## src/rtl/vissue_ctrl.sv

```systemverilog
// Vector issue controller: holds vtype/vl from vset*, issues one op at a time to the VRF.
// Optional macro VISSUE_PERF_CNT_EN adds busy-cycle and completed-op counters.
module vissue_ctrl #(
  parameter int VLEN      = 128,
  parameter int ELEN      = 32,
  parameter int AddrWidth = 5
) (
  input  logic                 clk_i,
  input  logic                 rst_i,
  input  logic                 valid_i,
  output logic                 ready_o,
  input  logic                 is_vset_i,
  input  logic [2:0]           vset_lmul_i,
  input  logic [31:0]          vset_avl_i,
  input  logic [1:0]           num_operands_i,
  input  logic                 we_i,
  input  logic [AddrWidth-1:0] raddr_a_i,
  input  logic [AddrWidth-1:0] raddr_b_i,
  input  logic [AddrWidth-1:0] waddr_i,
  output logic                 vrf_req_o,
  output logic                 vrf_we_o,
  output logic [AddrWidth-1:0] vrf_raddr_a_o,
  output logic [AddrWidth-1:0] vrf_raddr_b_o,
  output logic [AddrWidth-1:0] vrf_waddr_o,
  output logic [1:0]           vrf_num_ops_o,
  output logic [2:0]           vrf_lmul_o,
  input  logic                 vrf_done_i,
  output logic [31:0]          vl_o,
  output logic                 vill_o,
`ifdef VISSUE_PERF_CNT_EN
  output logic [31:0]          perf_busy_cyc_o,
  output logic [31:0]          perf_ops_o,
`endif
  output logic                 illegal_o,
  output logic                 stall_o
);

  typedef enum logic {IDLE, BUSY} state_e;

  localparam logic [31:0] COUNT = 32'(VLEN / ELEN);

  state_e               state_q;
  logic                 req_q, we_q, vill_q, illegal_q;
  logic [AddrWidth-1:0] raddr_a_q, raddr_b_q, waddr_q;
  logic [1:0]           ops_q;
  logic [2:0]           lmul_q;
  logic [31:0]          vl_q;

  logic [31:0]          vlmax_d, vl_d;
  logic                 vset_bad_d, misaligned_d, accept_d;
  logic [AddrWidth-1:0] grp_mask_d;

  always_comb begin
    vlmax_d = '0;
    case (vset_lmul_i)
      3'b000:  vlmax_d = COUNT;
      3'b001:  vlmax_d = COUNT << 1;
      3'b010:  vlmax_d = COUNT << 2;
      3'b011:  vlmax_d = COUNT << 3;
      3'b101:  vlmax_d = COUNT >> 3;
      3'b110:  vlmax_d = COUNT >> 2;
      3'b111:  vlmax_d = COUNT >> 1;
      default: vlmax_d = '0;
    endcase
    vset_bad_d = (vset_lmul_i == 3'b100) || (vlmax_d == '0);
    vl_d       = (vset_avl_i < vlmax_d) ? vset_avl_i : vlmax_d;

    // Register groups must start on a multiple of LMUL; fractional LMUL has no constraint.
    grp_mask_d = '0;
    case (lmul_q)
      3'b001:  grp_mask_d = AddrWidth'(1);
      3'b010:  grp_mask_d = AddrWidth'(3);
      3'b011:  grp_mask_d = AddrWidth'(7);
      default: grp_mask_d = '0;
    endcase
    misaligned_d = (we_i && |(waddr_i & grp_mask_d))
                || ((num_operands_i >= 2'd1) && |(raddr_a_i & grp_mask_d))
                || ((num_operands_i >= 2'd2) && |(raddr_b_i & grp_mask_d));
    accept_d = valid_i && (state_q == IDLE);
  end

  always_ff @(posedge clk_i or posedge rst_i) begin
    if (rst_i) begin
      state_q   <= IDLE;
      req_q     <= 1'b0;
      we_q      <= 1'b0;
      raddr_a_q <= '0;
      raddr_b_q <= '0;
      waddr_q   <= '0;
      ops_q     <= '0;
      lmul_q    <= 3'b000;
      vl_q      <= '0;
      vill_q    <= 1'b1;
      illegal_q <= 1'b0;
    end else begin
      illegal_q <= 1'b0;
      case (state_q)
        IDLE: begin
          if (accept_d) begin
            if (is_vset_i) begin
              if (vset_bad_d) begin
                vill_q <= 1'b1;
                vl_q   <= '0;
              end else begin
                vill_q <= 1'b0;
                vl_q   <= vl_d;
                lmul_q <= vset_lmul_i;
              end
            end else if (vill_q || misaligned_d) begin
              illegal_q <= 1'b1;
            end else begin
              raddr_a_q <= raddr_a_i;
              raddr_b_q <= raddr_b_i;
              waddr_q   <= waddr_i;
              ops_q     <= num_operands_i;
              we_q      <= we_i;
              req_q     <= 1'b1;
              state_q   <= BUSY;
            end
          end
        end
        BUSY: begin
          // Req stays high across all group iterations; only done releases it.
          if (vrf_done_i) begin
            req_q   <= 1'b0;
            we_q    <= 1'b0;
            state_q <= IDLE;
          end
        end
        default: state_q <= IDLE;
      endcase
    end
  end

`ifdef VISSUE_PERF_CNT_EN
  logic [31:0] busy_cyc_q, ops_cnt_q;

  always_ff @(posedge clk_i or posedge rst_i) begin
    if (rst_i) begin
      busy_cyc_q <= '0;
      ops_cnt_q  <= '0;
    end else if (state_q == BUSY) begin
      busy_cyc_q <= busy_cyc_q + 32'd1;
      if (vrf_done_i) ops_cnt_q <= ops_cnt_q + 32'd1;
    end
  end

  assign perf_busy_cyc_o = busy_cyc_q;
  assign perf_ops_o      = ops_cnt_q;
`endif

  assign ready_o       = (state_q == IDLE);
  assign stall_o       = (state_q != IDLE);
  assign vrf_req_o     = req_q;
  assign vrf_we_o      = we_q;
  assign vrf_raddr_a_o = raddr_a_q;
  assign vrf_raddr_b_o = raddr_b_q;
  assign vrf_waddr_o   = waddr_q;
  assign vrf_num_ops_o = ops_q;
  assign vrf_lmul_o    = lmul_q;
  assign vl_o          = vl_q;
  assign vill_o        = vill_q;
  assign illegal_o     = illegal_q;

endmodule

```

## config.mk

```make
export PLATFORM = sky130hd
export DESIGN_NAME = vissue_ctrl
export DESIGN_NICKNAME = d
export VERILOG_FILES = /design/src/rtl/vissue_ctrl.sv
export SDC_FILE = /design/constraint.sdc
export NUM_CORES = 1
export LEC_CHECK = 0
export BUFFER_PORTS_ARGS = -buffer_cell sky130_fd_sc_hd__buf_2
export CORE_MARGIN = 10
export CORE_UTILIZATION = 46
export DETAILED_ROUTE_END_ITERATION = 7
export PLACE_DENSITY = 0.82
export SLEW_MARGIN = 30
export SYNTH_ARGS = -nofsm -noshare
export SYNTH_HDL_FRONTEND = slang
export SYNTH_SLANG_ARGS = --single-unit
```

## constraint.sdc

```tcl
create_clock -name clk_i -period 2.1 [get_ports clk_i]
set_input_delay 0.21 -clock clk_i [delete_from_list [all_inputs] [get_ports clk_i]]
set_output_delay 0.21 -clock clk_i [all_outputs]
set_load 0.01 [all_outputs]
```

==> run_summary.xml, run 1 <==
<?xml version="1.0" encoding="UTF-8"?>
<metrics>
  <group name="routing">
    <metric name="wl_per_cell" unit="µm">15.74</metric>
    <metric name="vias" unit="">1929</metric>
    <metric name="antenna_violating_nets_left" unit="">0</metric>
    <metric name="drt_iter0_drc" unit="">35</metric>
    <metric name="viasPerCell" unit="">4.847</metric>
    <metric name="totalWireLength" unit="µm">6264</metric>
    <metric name="drt_pass1_iterations" unit="">4</metric>
    <metric name="drc" unit="">0</metric>
  </group>
  <group name="min_path">
    <metric name="hold_path_depth" unit="">2</metric>
    <metric name="min_path_type" unit="">input port to register</metric>
    <metric name="worst_hold_path_ep" unit="">vrf_req_o</metric>
    <metric name="min-delay-start" unit="">vrf_done_i</metric>
  </group>
  <group name="grt">
    <metric name="grtUsageTotal" unit="%">14.76</metric>
    <metric name="grt_pass1_wl" unit="µm">10180</metric>
    <metric name="grt_pass1_vias" unit="">2189</metric>
    <metric name="antenna_found_initial" unit="">0</metric>
    <metric name="largest_net_degree_at_the_start_of_global_routing" unit="">22</metric>
    <metric name="globalRouteOverflowTotal" unit="">0</metric>
  </group>
  <group name="placed_design">
    <metric name="placed_cells" unit="">382</metric>
    <metric name="post-place-ws" unit="ns">-0.2273</metric>
    <metric name="routabilityCongestion" unit="">0.8068</metric>
    <metric name="dp_hpwl" unit="µm">5042</metric>
    <metric name="placement.io_buffers" unit="">115</metric>
    <metric name="detailed_place.area" unit="µm²">3119</metric>
  </group>
  <group name="clocking">
    <metric name="tritoncts" unit="">done</metric>
    <metric name="htree_num_levels" unit="">3</metric>
    <metric name="clock_root_buffer" unit="">sky130_fd_sc_hd__clkbuf_8</metric>
    <metric name="cts_post_setup_buffers_inserted" unit="">0</metric>
    <metric name="cts_num_sinks" unit="">57</metric>
    <metric name="max_clock_buf_depth" unit="">2</metric>
    <metric name="cts_clk_pin_slew_worst_paths" unit="ns">0.06</metric>
    <metric name="cts_buffers" unit="">9</metric>
    <metric name="clock_latency" unit="ns">0.32</metric>
  </group>
  <group name="synth">
    <metric name="synth_fp_nets" unit="">253</metric>
    <metric name="post_synthesis_area_per_instance" unit="µm²">12.61</metric>
    <metric name="synthesis.yosys.warnings" unit="">0</metric>
    <metric name="synth.lib_cells_used.distinct" unit="">31</metric>
    <metric name="seq_area_frac_synth" unit="%">59.58</metric>
    <metric name="synth_area" unit="µm²">2396</metric>
    <metric name="post_synth_edffs" unit="">0</metric>
    <metric name="async_flop_share" unit="%">100.0</metric>
    <metric name="postSynthCellCount" unit="">190</metric>
    <metric name="ys_seq_elements" unit="">57</metric>
    <metric name="yosys_most_used_dff" unit="">sky130_fd_sc_hd__dfrtp_1</metric>
  </group>
  <group name="die">
    <metric name="dieHeight" unit="µm">92.17</metric>
    <metric name="initial_core_util" unit="%">47.21</metric>
    <metric name="fp.dieArea" unit="µm²">8495</metric>
    <metric name="io_pins" unit="">116</metric>
    <metric name="fp-row-count" unit="">26</metric>
    <metric name="floorplan.core_area" unit="µm²">5075</metric>
    <metric name="die_width" unit="µm">92.17</metric>
  </group>
  <group name="critical_path">
    <metric name="critical_path_required" unit="ns">2.30</metric>
    <metric name="r2r-end" unit="">vrf_raddr_a_o[0]</metric>
    <metric name="endpoint_kind" unit="">register</metric>
    <metric name="worst_setup_path_start_kind" unit="">input port</metric>
    <metric name="regToRegSetupSlack" unit="ns">0.17</metric>
    <metric name="reg2reg_depth" unit="">5</metric>
    <metric name="critical_path_peak_fanout" unit="">5</metric>
    <metric name="cp.arrival" unit="ns">2.19</metric>
    <metric name="critical_path_class" unit="">input port to register</metric>
    <metric name="regToRegStartpoint" unit="">vrf_lmul_o[0]</metric>
  </group>
  <group name="job">
    <metric name="timing.max_cap.violations" unit="">0</metric>
  </group>
  <group name="finish">
    <metric name="final_instance_area" unit="µm²">3343</metric>
    <metric name="finalNetCount" unit="">387</metric>
    <metric name="finalNonFillerCells" unit="">398</metric>
    <metric name="n_antenna_cell" unit="">0</metric>
    <metric name="layout-drive-gt1-share" unit="%">50.30</metric>
    <metric name="flow.area_growth_from_synthesis" unit="%">39.53</metric>
  </group>
  <group name="timing">
    <metric name="timing.final.setup_violations" unit="">0</metric>
    <metric name="skew" unit="ns">0.007998</metric>
    <metric name="fmaxAchievable" unit="MHz">503.3</metric>
    <metric name="rsz_0062_raised_after_global_routing" unit="">false</metric>
    <metric name="tns" unit="ns">0</metric>
    <metric name="timing.final.ws_setup" unit="ns">0.1130</metric>
    <metric name="final-hold-violation-count" unit="">0</metric>
    <metric name="worst-slew-pin-transition" unit="ns">0.4809</metric>
    <metric name="final_min_period_over_clock_period" unit="%">94.62</metric>
    <metric name="slew_viol_final" unit="">0</metric>
    <metric name="timing.slew.headroom" unit="%">67.85</metric>
    <metric name="finalCriticalPeriod" unit="ns">1.987</metric>
  </group>
  <group name="power">
    <metric name="irDropWorstVdd" unit="mV">0.6953</metric>
    <metric name="power-per-cell-area" unit="nW/µm²">1027</metric>
    <metric name="power.static_leakage" unit="µW">0.001839</metric>
    <metric name="total_power" unit="µW">3433</metric>
  </group>
  <group name="outcome">
    <metric name="status" unit="">finished clean</metric>
  </group>
</metrics>
-- per-stage QoR --
| step | utilization [%] | hold slack, ns |
|---|---|---|
| 3_3_place_gp | 61.46 | 0.2321 |
| 2_1_floorplan | - | 0.2998 |
| 4_1_cts | 65.88 | 0.07376 |
| 3_5_place_dp | 61.46 | 0.2322 |
| 6_report | 65.88 | 0.08952 |
| 5_1_grt | 65.88 | 0.09025 |
-- critical path, stage by stage --
cell and delay [ns]:
sky130_fd_sc_hd__buf_2 0.12, sky130_fd_sc_hd__inv_1 0.07, sky130_fd_sc_hd__or3_1 0.34, sky130_fd_sc_hd__ha_1 0.29, sky130_fd_sc_hd__and4_1 0.20, sky130_fd_sc_hd__a2111oi_2 0.45, sky130_fd_sc_hd__nor3_1 0.13, sky130_fd_sc_hd__a221o_1 0.37
-- cell usage in the layout (no fill, tap or decap), types with 2 or more instances in the layout --
cell,Yosys,final
sky130_fd_sc_hd__mux2_4,9,9
sky130_fd_sc_hd__nor4_1,6,6
sky130_fd_sc_hd__nand2_1,10,10
sky130_fd_sc_hd__and4_1,2,2
sky130_fd_sc_hd__mux2_2,10,10
sky130_fd_sc_hd__nand3_1,2,2
sky130_fd_sc_hd__nor2_1,7,7
sky130_fd_sc_hd__nand4_1,2,2
sky130_fd_sc_hd__o211ai_1,2,2
sky130_fd_sc_hd__dfrtp_1,56,56
sky130_fd_sc_hd__buf_4,0,11
sky130_fd_sc_hd__a221o_1,6,6
sky130_fd_sc_hd__a21oi_1,8,8
sky130_fd_sc_hd__clkbuf_8,0,13
sky130_fd_sc_hd__and2_1,33,33
sky130_fd_sc_hd__or3_1,2,2
sky130_fd_sc_hd__nor3_1,3,3
sky130_fd_sc_hd__o21ai_0,6,6
sky130_fd_sc_hd__ha_1,5,5
sky130_fd_sc_hd__inv_1,6,5
sky130_fd_sc_hd__buf_2,0,115
-- power breakdown --
part	internal [µW]	switching [µW]	leakage, µW
Sequential	1330	135	0.000744
Clock	669	401	0.000112
Combinational	466	435	0.000984
-- layer usage --
metal | track usage (%) | vias up | share of wire [%] | wire [µm]
li1 | - | 942 | - | -
met1 | 16.83 | 889 | 42 | 2643
met2 | 22.29 | 87 | 45 | 2801
met3 | 8.150 | 11 | 11 | 713
met4 | 6.555 | 0 | 1.7 | 106
met5 | 0 | - | 0 | 0
-- state kept, by name (all words and copies together), names as in the netlist --
name           flops
vrf_waddr_o        5
stall_o            1
vill_o             1
illegal_o          1
vrf_raddr_b_o      5
vrf_we_o           1
vrf_req_o          1
vl_o              32
vrf_lmul_o         3
vrf_raddr_a_o      5
vrf_num_ops_o      2
-- cell usage after synthesis, types with 2 or more instances --
library cell | count | area (µm²)
sky130_fd_sc_hd__dfrtp_1 | 56 | 1401
sky130_fd_sc_hd__inv_1 | 6 | 22.52
sky130_fd_sc_hd__nand3_1 | 2 | 10.01
sky130_fd_sc_hd__and4_1 | 2 | 17.52
sky130_fd_sc_hd__ha_1 | 5 | 62.56
sky130_fd_sc_hd__nand4_1 | 2 | 12.51
sky130_fd_sc_hd__a21oi_1 | 8 | 40.04
sky130_fd_sc_hd__nor3_1 | 3 | 15.01
sky130_fd_sc_hd__or3_1 | 2 | 12.51
sky130_fd_sc_hd__nand2_1 | 10 | 37.54
sky130_fd_sc_hd__o21ai_0 | 6 | 30.03
sky130_fd_sc_hd__nor4_1 | 6 | 37.54
sky130_fd_sc_hd__nor2_1 | 7 | 26.28
sky130_fd_sc_hd__and2_1 | 33 | 206.5
sky130_fd_sc_hd__mux2_2 | 10 | 112.6
sky130_fd_sc_hd__mux2_4 | 9 | 135.1
sky130_fd_sc_hd__a221o_1 | 6 | 60.06
sky130_fd_sc_hd__o211ai_1 | 2 | 15.01
sky130_fd_sc_hd__clkbuf_1 | 3 | 11.26
-- area by class of cell --
class                           instances  area [µm²]
Timing Repair Buffer                  127       668.1
Clock inverter                          2       35.03
Fill cell                             391        1732
Inverter                                6       22.52
Multi-Input combinational cell        123       923.4
Clock buffer                           13       178.9
Tap cell                               70       87.58
Sequential cell                        57        1428
-- repair_timing --
action                                 4_1_cts  5_1_grt
setup endpoints to repair                    0        0
endpoints found under the hold margin       19        0
resized for setup                            0        0
hold buffers                                 1        0
-- how the worst max path moves through the flow --
| stage | from | endpoint | slack, ns | cells past startpoint |
|---|---|---|---|---|
| after floorplan | vset_lmul_i[1] | vl_o[0] | 0.05 | 7 |
| after global placement | vset_lmul_i[1] | vl_o[4] | -0.16 | 8 |
| after detailed placement | vset_lmul_i[1] | vl_o[0] | -0.23 | 8 |
| after CTS | vset_lmul_i[1] | vl_o[0] | 0.12 | 8 |
| after global routing | vset_lmul_i[1] | vl_o[0] | 0.009 | 8 |
| final | vset_lmul_i[1] | vl_o[0] | 0.11 | 8 |
-- cell families (layout without fill, tap and decap cells) --
| logic type | after synthesis | after routing | synth area share [%] |
|---|---|---|---|
| AND/OR/NAND/NOR | 72 | 72 | 17.55 |
| flip-flops | 57 | 57 | 59.58 |
| AO/OA/AOI/OAI | 27 | 27 | 8.042 |
| multiplexers | 19 | 19 | 10.34 |
| buffers and inverters | 10 | 148 | 1.880 |
| adder cells (fa/ha/maj) | 5 | 5 | 2.611 |
No activity file was read; power rests on OpenSTA's default activity.
==> inputs of run 2 (changes only) <==
--- a/config.mk
+++ b/config.mk
@@ -6,10 +6,13 @@
 export NUM_CORES = 1
 export LEC_CHECK = 0
 export BUFFER_PORTS_ARGS = -buffer_cell sky130_fd_sc_hd__buf_2
+export CELL_PAD_IN_SITES_DETAIL_PLACEMENT = 1
+export CELL_PAD_IN_SITES_GLOBAL_PLACEMENT = 1
 export CORE_MARGIN = 10
-export CORE_UTILIZATION = 46
+export CORE_UTILIZATION = 34
 export DETAILED_ROUTE_END_ITERATION = 7
-export PLACE_DENSITY = 0.82
+export MAX_ROUTING_LAYER = met4
+export PLACE_DENSITY = 0.81
 export SLEW_MARGIN = 30
 export SYNTH_ARGS = -nofsm -noshare
 export SYNTH_HDL_FRONTEND = slang
==> run 2 against run 1 <==
Clock power shrank 7%. Worst hold slack worse by 0.012 ns. Setup slack improved by 0.0071 ns. Sequential share of layout area is 0.60 points lower. Core utilization decreased by 16 points. Via count grew 3.3%. Maximum frequency grew 0.36%. Die area up 27%. Critical endpoint is now vl_o[2].
==> run_summary.xml, run 2 (synthesized netlist as in run 1, its figures left out) <==
<?xml version="1.0" encoding="UTF-8"?>
<metrics>
  <group name="critical_path">
    <metric name="critical_path_peak_fanout" unit="">4</metric>
    <metric name="critPathMaxStageDelay" unit="ns">0.36</metric>
    <metric name="critical_path_required" unit="ns">2.31</metric>
    <metric name="timing.critical_path.slowest_stage_cell" unit="">sky130_fd_sc_hd__a221o_1</metric>
    <metric name="reg2reg_depth" unit="">6</metric>
    <metric name="regToRegStartpoint" unit="">vrf_lmul_o[0]</metric>
    <metric name="endpoint_kind" unit="">register</metric>
    <metric name="r2r-end" unit="">vrf_raddr_a_o[2]</metric>
    <metric name="critical_path.n_buffers_inverters" unit="">3</metric>
    <metric name="critical_path_class" unit="">input port to register</metric>
    <metric name="timing.critical_path.max_delay_family" unit="">simple AND/OR/NAND/NOR gates</metric>
    <metric name="regToRegSetupSlack" unit="ns">0.17</metric>
    <metric name="cp.arrival" unit="ns">2.19</metric>
    <metric name="path_cells" unit="">buf_2, inv_1, buf_4, nor2_1, nand2_1, ha_1, nor4_1, nand4_1, a2111oi_4, nor3_1, a221o_1</metric>
    <metric name="worst_setup_path_start_kind" unit="">input port</metric>
  </group>
  <group name="clocking">
    <metric name="tritoncts" unit="">done</metric>
    <metric name="clock_root_buffer" unit="">sky130_fd_sc_hd__clkbuf_8</metric>
    <metric name="cts_clk_pin_slew_worst_paths" unit="ns">0.07</metric>
    <metric name="cts_buffers" unit="">9</metric>
    <metric name="cts_num_sinks" unit="">57</metric>
    <metric name="max_clock_buf_depth" unit="">2</metric>
    <metric name="htree_num_levels" unit="">3</metric>
    <metric name="cts_post_setup_buffers_inserted" unit="">0</metric>
    <metric name="clock_latency" unit="ns">0.33</metric>
  </group>
  <group name="die">
    <metric name="initial_core_util" unit="%">35.07</metric>
    <metric name="floorplan.core_area" unit="µm²">6832</metric>
    <metric name="fp.dieArea" unit="µm²">10800</metric>
    <metric name="io_pins" unit="">116</metric>
    <metric name="dieHeight" unit="µm">103.9</metric>
    <metric name="die_width" unit="µm">103.9</metric>
    <metric name="fp-row-count" unit="">30</metric>
  </group>
  <group name="routing">
    <metric name="vias" unit="">1992</metric>
    <metric name="drt_iter0_drc" unit="">28</metric>
    <metric name="antenna_violating_nets_left" unit="">0</metric>
    <metric name="wl_per_cell" unit="µm">17.42</metric>
    <metric name="drc" unit="">0</metric>
    <metric name="drt_pass1_iterations" unit="">4</metric>
    <metric name="viasPerCell" unit="">4.676</metric>
    <metric name="totalWireLength" unit="µm">7419</metric>
  </group>
  <group name="grt">
    <metric name="grt_pass1_vias" unit="">2341</metric>
    <metric name="global_route.peak_usage_layer" unit="">met2</metric>
    <metric name="largest_net_degree_at_the_start_of_global_routing" unit="">31</metric>
    <metric name="antenna_found_initial" unit="">0</metric>
    <metric name="globalRouteOverflowTotal" unit="">0</metric>
    <metric name="grt_pass1_wl" unit="µm">11990</metric>
    <metric name="grt_use_met3" unit="%">5.638</metric>
    <metric name="grtUsageTotal" unit="%">14.10</metric>
    <metric name="global_route.usage.met2" unit="%">23.38</metric>
    <metric name="grt_use_met1" unit="%">15.45</metric>
  </group>
  <group name="min_path">
    <metric name="worst_hold_path_ep" unit="">vrf_req_o</metric>
    <metric name="hold_path_depth" unit="">2</metric>
    <metric name="min_path_type" unit="">input port to register</metric>
    <metric name="min-delay-start" unit="">vrf_done_i</metric>
  </group>
  <group name="timing">
    <metric name="skew" unit="ns">0.008370</metric>
    <metric name="final_min_period_over_clock_period" unit="%">94.28</metric>
    <metric name="tns" unit="ns">0</metric>
    <metric name="rsz_0062_raised_after_global_routing" unit="">false</metric>
    <metric name="timing.final.ws_setup" unit="ns">0.1202</metric>
    <metric name="final-hold-violation-count" unit="">0</metric>
    <metric name="timing.final.setup_violations" unit="">0</metric>
    <metric name="finalCriticalPeriod" unit="ns">1.980</metric>
    <metric name="fmaxAchievable" unit="MHz">505.1</metric>
    <metric name="worst-slew-pin-transition" unit="ns">0.6086</metric>
    <metric name="slew_viol_final" unit="">0</metric>
    <metric name="timing.slew.headroom" unit="%">59.37</metric>
  </group>
  <group name="power">
    <metric name="total_power" unit="µW">3399</metric>
    <metric name="power.static_leakage" unit="µW">0.001833</metric>
    <metric name="power-per-cell-area" unit="nW/µm²">1003</metric>
    <metric name="irDropWorstVdd" unit="mV">0.7256</metric>
  </group>
  <group name="finish">
    <metric name="n_antenna_cell" unit="">0</metric>
    <metric name="most-common-layout-cells" unit="">115 x sky130_fd_sc_hd__buf_2, 56 x sky130_fd_sc_hd__dfrtp_1, 33 x sky130_fd_sc_hd__and2_1, 11 x sky130_fd_sc_hd__buf_4</metric>
    <metric name="layout-drive-gt1-share" unit="%">50.30</metric>
    <metric name="mostFrequentLayoutCell" unit="">sky130_fd_sc_hd__buf_2</metric>
    <metric name="largest_register_ffs" unit="">32</metric>
    <metric name="finalNonFillerCells" unit="">426</metric>
    <metric name="fillers" unit="">787</metric>
    <metric name="finalNetCount" unit="">388</metric>
    <metric name="flow.area_growth_from_synthesis" unit="%">41.51</metric>
    <metric name="final_instance_area" unit="µm²">3391</metric>
  </group>
  <group name="placed_design">
    <metric name="routabilityCongestion" unit="">0.8042</metric>
    <metric name="detailed_place.area" unit="µm²">3172</metric>
    <metric name="post-place-ws" unit="ns">-0.2248</metric>
    <metric name="placement.io_buffers" unit="">115</metric>
    <metric name="dp_hpwl" unit="µm">5906</metric>
    <metric name="placed_cells" unit="">409</metric>
  </group>
  <group name="outcome">
    <metric name="status" unit="">finished clean</metric>
  </group>
  <group name="job">
    <metric name="timing.max_cap.violations" unit="">0</metric>
  </group>
</metrics>
run 2: report_power, final:
part           leakage (µW)  switching (µW)  total [µW]  internal [µW]
registers          0.000744             138        1460           1330
logic              0.000993             454         932            478
clock network     0.0000953             427        1000            576
total               0.00183            1020        3400           2380
run 2: worst max-delay path by stage:
stage / startpoint / to / cells past startpoint
6_report: vset_lmul_i[1] / vl_o[2] / 11
3_5_place_dp: vset_lmul_i[1] / vl_o[2] / 8
4_1_cts: vset_lmul_i[1] / vl_o[2] / 8
3_3_place_gp: vset_lmul_i[1] / vl_o[0] / 8
5_1_grt: vset_lmul_i[1] / vl_o[4] / 11
2_1_floorplan: vset_lmul_i[1] / vl_o[0] / 7
run 2: area by class of cell:
class,count,area [µm²],area share [%]
inverter,6,22.52,0.6642
tap,96,120.1,3.542
clock buffer,11,141.4,4.170
timing repair buffer,128,688.2,20.30
multi-input combinational,123,935.9,27.60
clock inverter,5,55.05,1.624
sequential,57,1428,42.10
run 2: per-stage QoR:
stage	hold WS (ns)	util [%]
6_report	0.07751	49.63
5_1_grt	0.06359	49.63
4_1_cts	0.05540	49.45
3_5_place_dp	0.3244	46.43
3_3_place_gp	0.3152	46.43
2_1_floorplan	0.2998	-
run 2: timing repair:
item | CTS | global route
setup endpoints to repair | 0 | 4
hold endpoints to repair | 27 | 0
resized for setup | 0 | 1
hold buffers | 1 | 0
run 2: worst reg2reg max path, delay by kind of cell (launching register included):
kind	cells	cell delay (ns)
compound gates	2	0.52
simple gates	2	0.30
buf+inv	1	0.17
mux	1	0.37
flops	1	0.46
run 2: per-layer routing:
| layer | wire length (µm) | up-vias | share of wire, % |
|---|---|---|---|
| met4 | 61 | 0 | 0.82 |
| met5 | 0 | - | 0 |
| met2 | 3796 | 71 | 51 |
| li1 | - | 939 | - |
| met1 | 3147 | 974 | 42 |
| met3 | 413 | 8 | 5.6 |
==> inputs of run 3 (changes only) <==
--- a/config.mk
+++ b/config.mk
@@ -9,10 +9,10 @@
 export CELL_PAD_IN_SITES_DETAIL_PLACEMENT = 1
 export CELL_PAD_IN_SITES_GLOBAL_PLACEMENT = 1
 export CORE_MARGIN = 10
-export CORE_UTILIZATION = 34
+export CORE_UTILIZATION = 30
 export DETAILED_ROUTE_END_ITERATION = 7
 export MAX_ROUTING_LAYER = met4
-export PLACE_DENSITY = 0.81
+export PLACE_DENSITY = 0.73
 export SLEW_MARGIN = 30
 export SYNTH_ARGS = -nofsm -noshare
 export SYNTH_HDL_FRONTEND = slang
==> run 3 against run 2 <==
First-iteration DRC count increased by 11%. Critical path depth decreased by 3. Combinational power increased by 0.5%. Clock power increased by 10%. Final cell count increased by 1.9%. Maximum frequency increased by 0.62%. Clock skew decreased by 0.00053 ns. Via count increased by 0.75%. Die area increased by 11%. Global-route usage decreased by 1.3 points. Largest power group unchanged.
==> run_summary.xml, run 3 (synthesized netlist as in run 1, its figures left out) <==
<?xml version="1.0" encoding="UTF-8"?>
<metrics>
  <group name="outcome">
    <metric name="status" unit="">finished clean</metric>
  </group>
  <group name="finish">
    <metric name="final_instance_area" unit="µm²">3415</metric>
    <metric name="largest_register_ffs" unit="">32</metric>
    <metric name="most-common-layout-cells" unit="">115 x sky130_fd_sc_hd__buf_2, 56 x sky130_fd_sc_hd__dfrtp_1, 33 x sky130_fd_sc_hd__and2_1, 14 x sky130_fd_sc_hd__buf_4</metric>
    <metric name="mostFrequentLayoutCell" unit="">sky130_fd_sc_hd__buf_2</metric>
    <metric name="finalNetCount" unit="">390</metric>
    <metric name="finalNonFillerCells" unit="">434</metric>
    <metric name="flow.area_growth_from_synthesis" unit="%">42.51</metric>
    <metric name="n_antenna_cell" unit="">0</metric>
    <metric name="layout-drive-gt1-share" unit="%">50.60</metric>
  </group>
  <group name="routing">
    <metric name="drc" unit="">0</metric>
    <metric name="vias" unit="">2007</metric>
    <metric name="drt_iter0_drc" unit="">31</metric>
    <metric name="drt_pass1_iterations" unit="">4</metric>
    <metric name="wl_per_cell" unit="µm">16.63</metric>
    <metric name="antenna_violating_nets_left" unit="">0</metric>
    <metric name="viasPerCell" unit="">4.624</metric>
    <metric name="totalWireLength" unit="µm">7219</metric>
  </group>
  <group name="min_path">
    <metric name="min_path_type" unit="">input port to register</metric>
    <metric name="min-delay-start" unit="">vrf_done_i</metric>
  </group>
  <group name="power">
    <metric name="internal-power" unit="µW">2472</metric>
    <metric name="clkPwrFrac" unit="%">31.4</metric>
    <metric name="comb_power_share" unit="%">26.8</metric>
    <metric name="irDropWorstVdd" unit="mV">0.4469</metric>
    <metric name="power-per-cell-area" unit="nW/µm²">1024</metric>
    <metric name="p_seq_share" unit="%">41.8</metric>
    <metric name="power.static_leakage" unit="µW">0.001848</metric>
    <metric name="netSwitchingPower" unit="µW">1024</metric>
    <metric name="p_sw_share" unit="%">29.29</metric>
  </group>
  <group name="die">
    <metric name="initial_core_util" unit="%">30.85</metric>
    <metric name="die_width" unit="µm">109.4</metric>
    <metric name="fp-row-count" unit="">32</metric>
    <metric name="fp.dieArea" unit="µm²">11960</metric>
    <metric name="floorplan.core_area" unit="µm²">7767</metric>
    <metric name="io_pins" unit="">116</metric>
    <metric name="dieHeight" unit="µm">109.4</metric>
  </group>
  <group name="critical_path">
    <metric name="regToRegStartpoint" unit="">vrf_lmul_o[1]</metric>
    <metric name="worst_setup_path_start_kind" unit="">input port</metric>
    <metric name="critical_path_class" unit="">input port to register</metric>
    <metric name="critical_path_peak_fanout" unit="">3</metric>
    <metric name="crit_path_start" unit="">vset_lmul_i[1]</metric>
    <metric name="endpoint_kind" unit="">register</metric>
    <metric name="critical_path_required" unit="ns">2.30</metric>
    <metric name="cp.arrival" unit="ns">2.17</metric>
  </group>
  <group name="clocking">
    <metric name="clock_latency" unit="ns">0.33</metric>
    <metric name="tritoncts" unit="">done</metric>
    <metric name="cts_num_sinks" unit="">57</metric>
    <metric name="cts_post_setup_buffers_inserted" unit="">0</metric>
    <metric name="cts_buffers" unit="">9</metric>
    <metric name="htree_num_levels" unit="">3</metric>
    <metric name="max_clock_buf_depth" unit="">2</metric>
    <metric name="cts_clk_pin_slew_worst_paths" unit="ns">0.06</metric>
    <metric name="clock_root_buffer" unit="">sky130_fd_sc_hd__clkbuf_8</metric>
  </group>
  <group name="timing">
    <metric name="finalCriticalPeriod" unit="ns">1.968</metric>
    <metric name="slew_viol_final" unit="">0</metric>
    <metric name="final-hold-violation-count" unit="">0</metric>
    <metric name="worst-slew-pin-transition" unit="ns">0.5187</metric>
    <metric name="rsz_0062_raised_after_global_routing" unit="">false</metric>
    <metric name="skew" unit="ns">0.007839</metric>
    <metric name="timing.slew.headroom" unit="%">65.37</metric>
    <metric name="final_min_period_over_clock_period" unit="%">93.70</metric>
    <metric name="timing.final.setup_violations" unit="">0</metric>
    <metric name="fmaxAchievable" unit="MHz">508.2</metric>
    <metric name="timing.final.ws_setup" unit="ns">0.1324</metric>
  </group>
  <group name="placed_design">
    <metric name="placed_cells" unit="">417</metric>
    <metric name="routabilityCongestion" unit="">0.8022</metric>
    <metric name="detailed_place.area" unit="µm²">3182</metric>
    <metric name="dp_hpwl" unit="µm">5888</metric>
    <metric name="post-place-ws" unit="ns">-0.3177</metric>
    <metric name="placement.io_buffers" unit="">115</metric>
  </group>
  <group name="grt">
    <metric name="antenna_found_initial" unit="">0</metric>
    <metric name="grt_pass1_wl" unit="µm">11710</metric>
    <metric name="largest_net_degree_at_the_start_of_global_routing" unit="">26</metric>
    <metric name="grtUsageTotal" unit="%">12.78</metric>
    <metric name="globalRouteOverflowTotal" unit="">0</metric>
    <metric name="grt_pass1_vias" unit="">2331</metric>
  </group>
  <group name="job">
    <metric name="timing.max_cap.violations" unit="">0</metric>
  </group>
</metrics>
==> run 3: changes by cell type in the layout (fill, tap and decap cells not counted), sizes merged <==
cell and delta:
buf +2, bufinv +1, clkbuf -1, clkinv +1, clkinvlp -1
==> run 3: area by class of cell <==
class,instances,area (µm²)
Fill cell,895,4353
Sequential cell,57,1428
Multi-Input combinational cell,123,935.9
Timing Repair Buffer,130,690.7
Clock buffer,10,127.6
Tap cell,102,127.6
Clock inverter,6,82.58
Inverter,6,22.52
==> run 3: worst paths after layout <==
kind                            cells after the start               end  slack, ns
worst max-delay path                                8           vl_o[0]       0.13
worst min-delay path                                2         vrf_req_o       0.08
worst max register to register                      6  vrf_raddr_a_o[2]       0.23
worst min register to register                      1           vl_o[8]       0.48
max in group asynchronous                           4            vill_o       0.95
min in group asynchronous                           3          vl_o[11]       0.48
==> run 3: power groups by stage <==
stage	clock network [µW]	registers [µW]	logic [µW]
3_3_place_gp	0	1470	937
2_1_floorplan	0	1570	394
6_report	1100	1460	937
3_5_place_dp	0	1480	962
4_1_cts	1140	1470	964
5_1_grt	1190	1500	1030
==> run 3: routing by layer <==
layer	GRT usage, %	routed length [µm]
met2	20.61	3557
met5	-	0
met4	4.740	78
met3	4.096	498
met1	14.57	3084
==> run 3: metrics by stage <==
step           setup TNS, ns  total power, µW  util [%]  hold WS [ns]
3_3_place_gp         -0.9336             2403     40.96        0.2878
2_1_floorplan              0             1968         -        0.2998
5_1_grt                    0             3716     43.96       0.08629
4_1_cts                    0             3568     43.80       0.06178
6_report                   0             3495     43.96       0.07823
3_5_place_dp          -1.783             2445     40.96        0.2849
==> run 3: repair_timing <==
action,in CTS,in global routing
endpoints found under the setup margin,0,6
resized for setup,0,1
endpoints found under the hold margin,23,0
hold buffers,1,0
==> run 3: worst max-delay path, cell delays in order <==
cell and delay [ns]:
sky130_fd_sc_hd__buf_2 0.11, sky130_fd_sc_hd__inv_1 0.06, sky130_fd_sc_hd__or3_1 0.35, sky130_fd_sc_hd__ha_1 0.29
sky130_fd_sc_hd__and4_1 0.22, sky130_fd_sc_hd__a2111oi_4 0.43, sky130_fd_sc_hd__nor3_1 0.14, sky130_fd_sc_hd__a221o_1 0.36
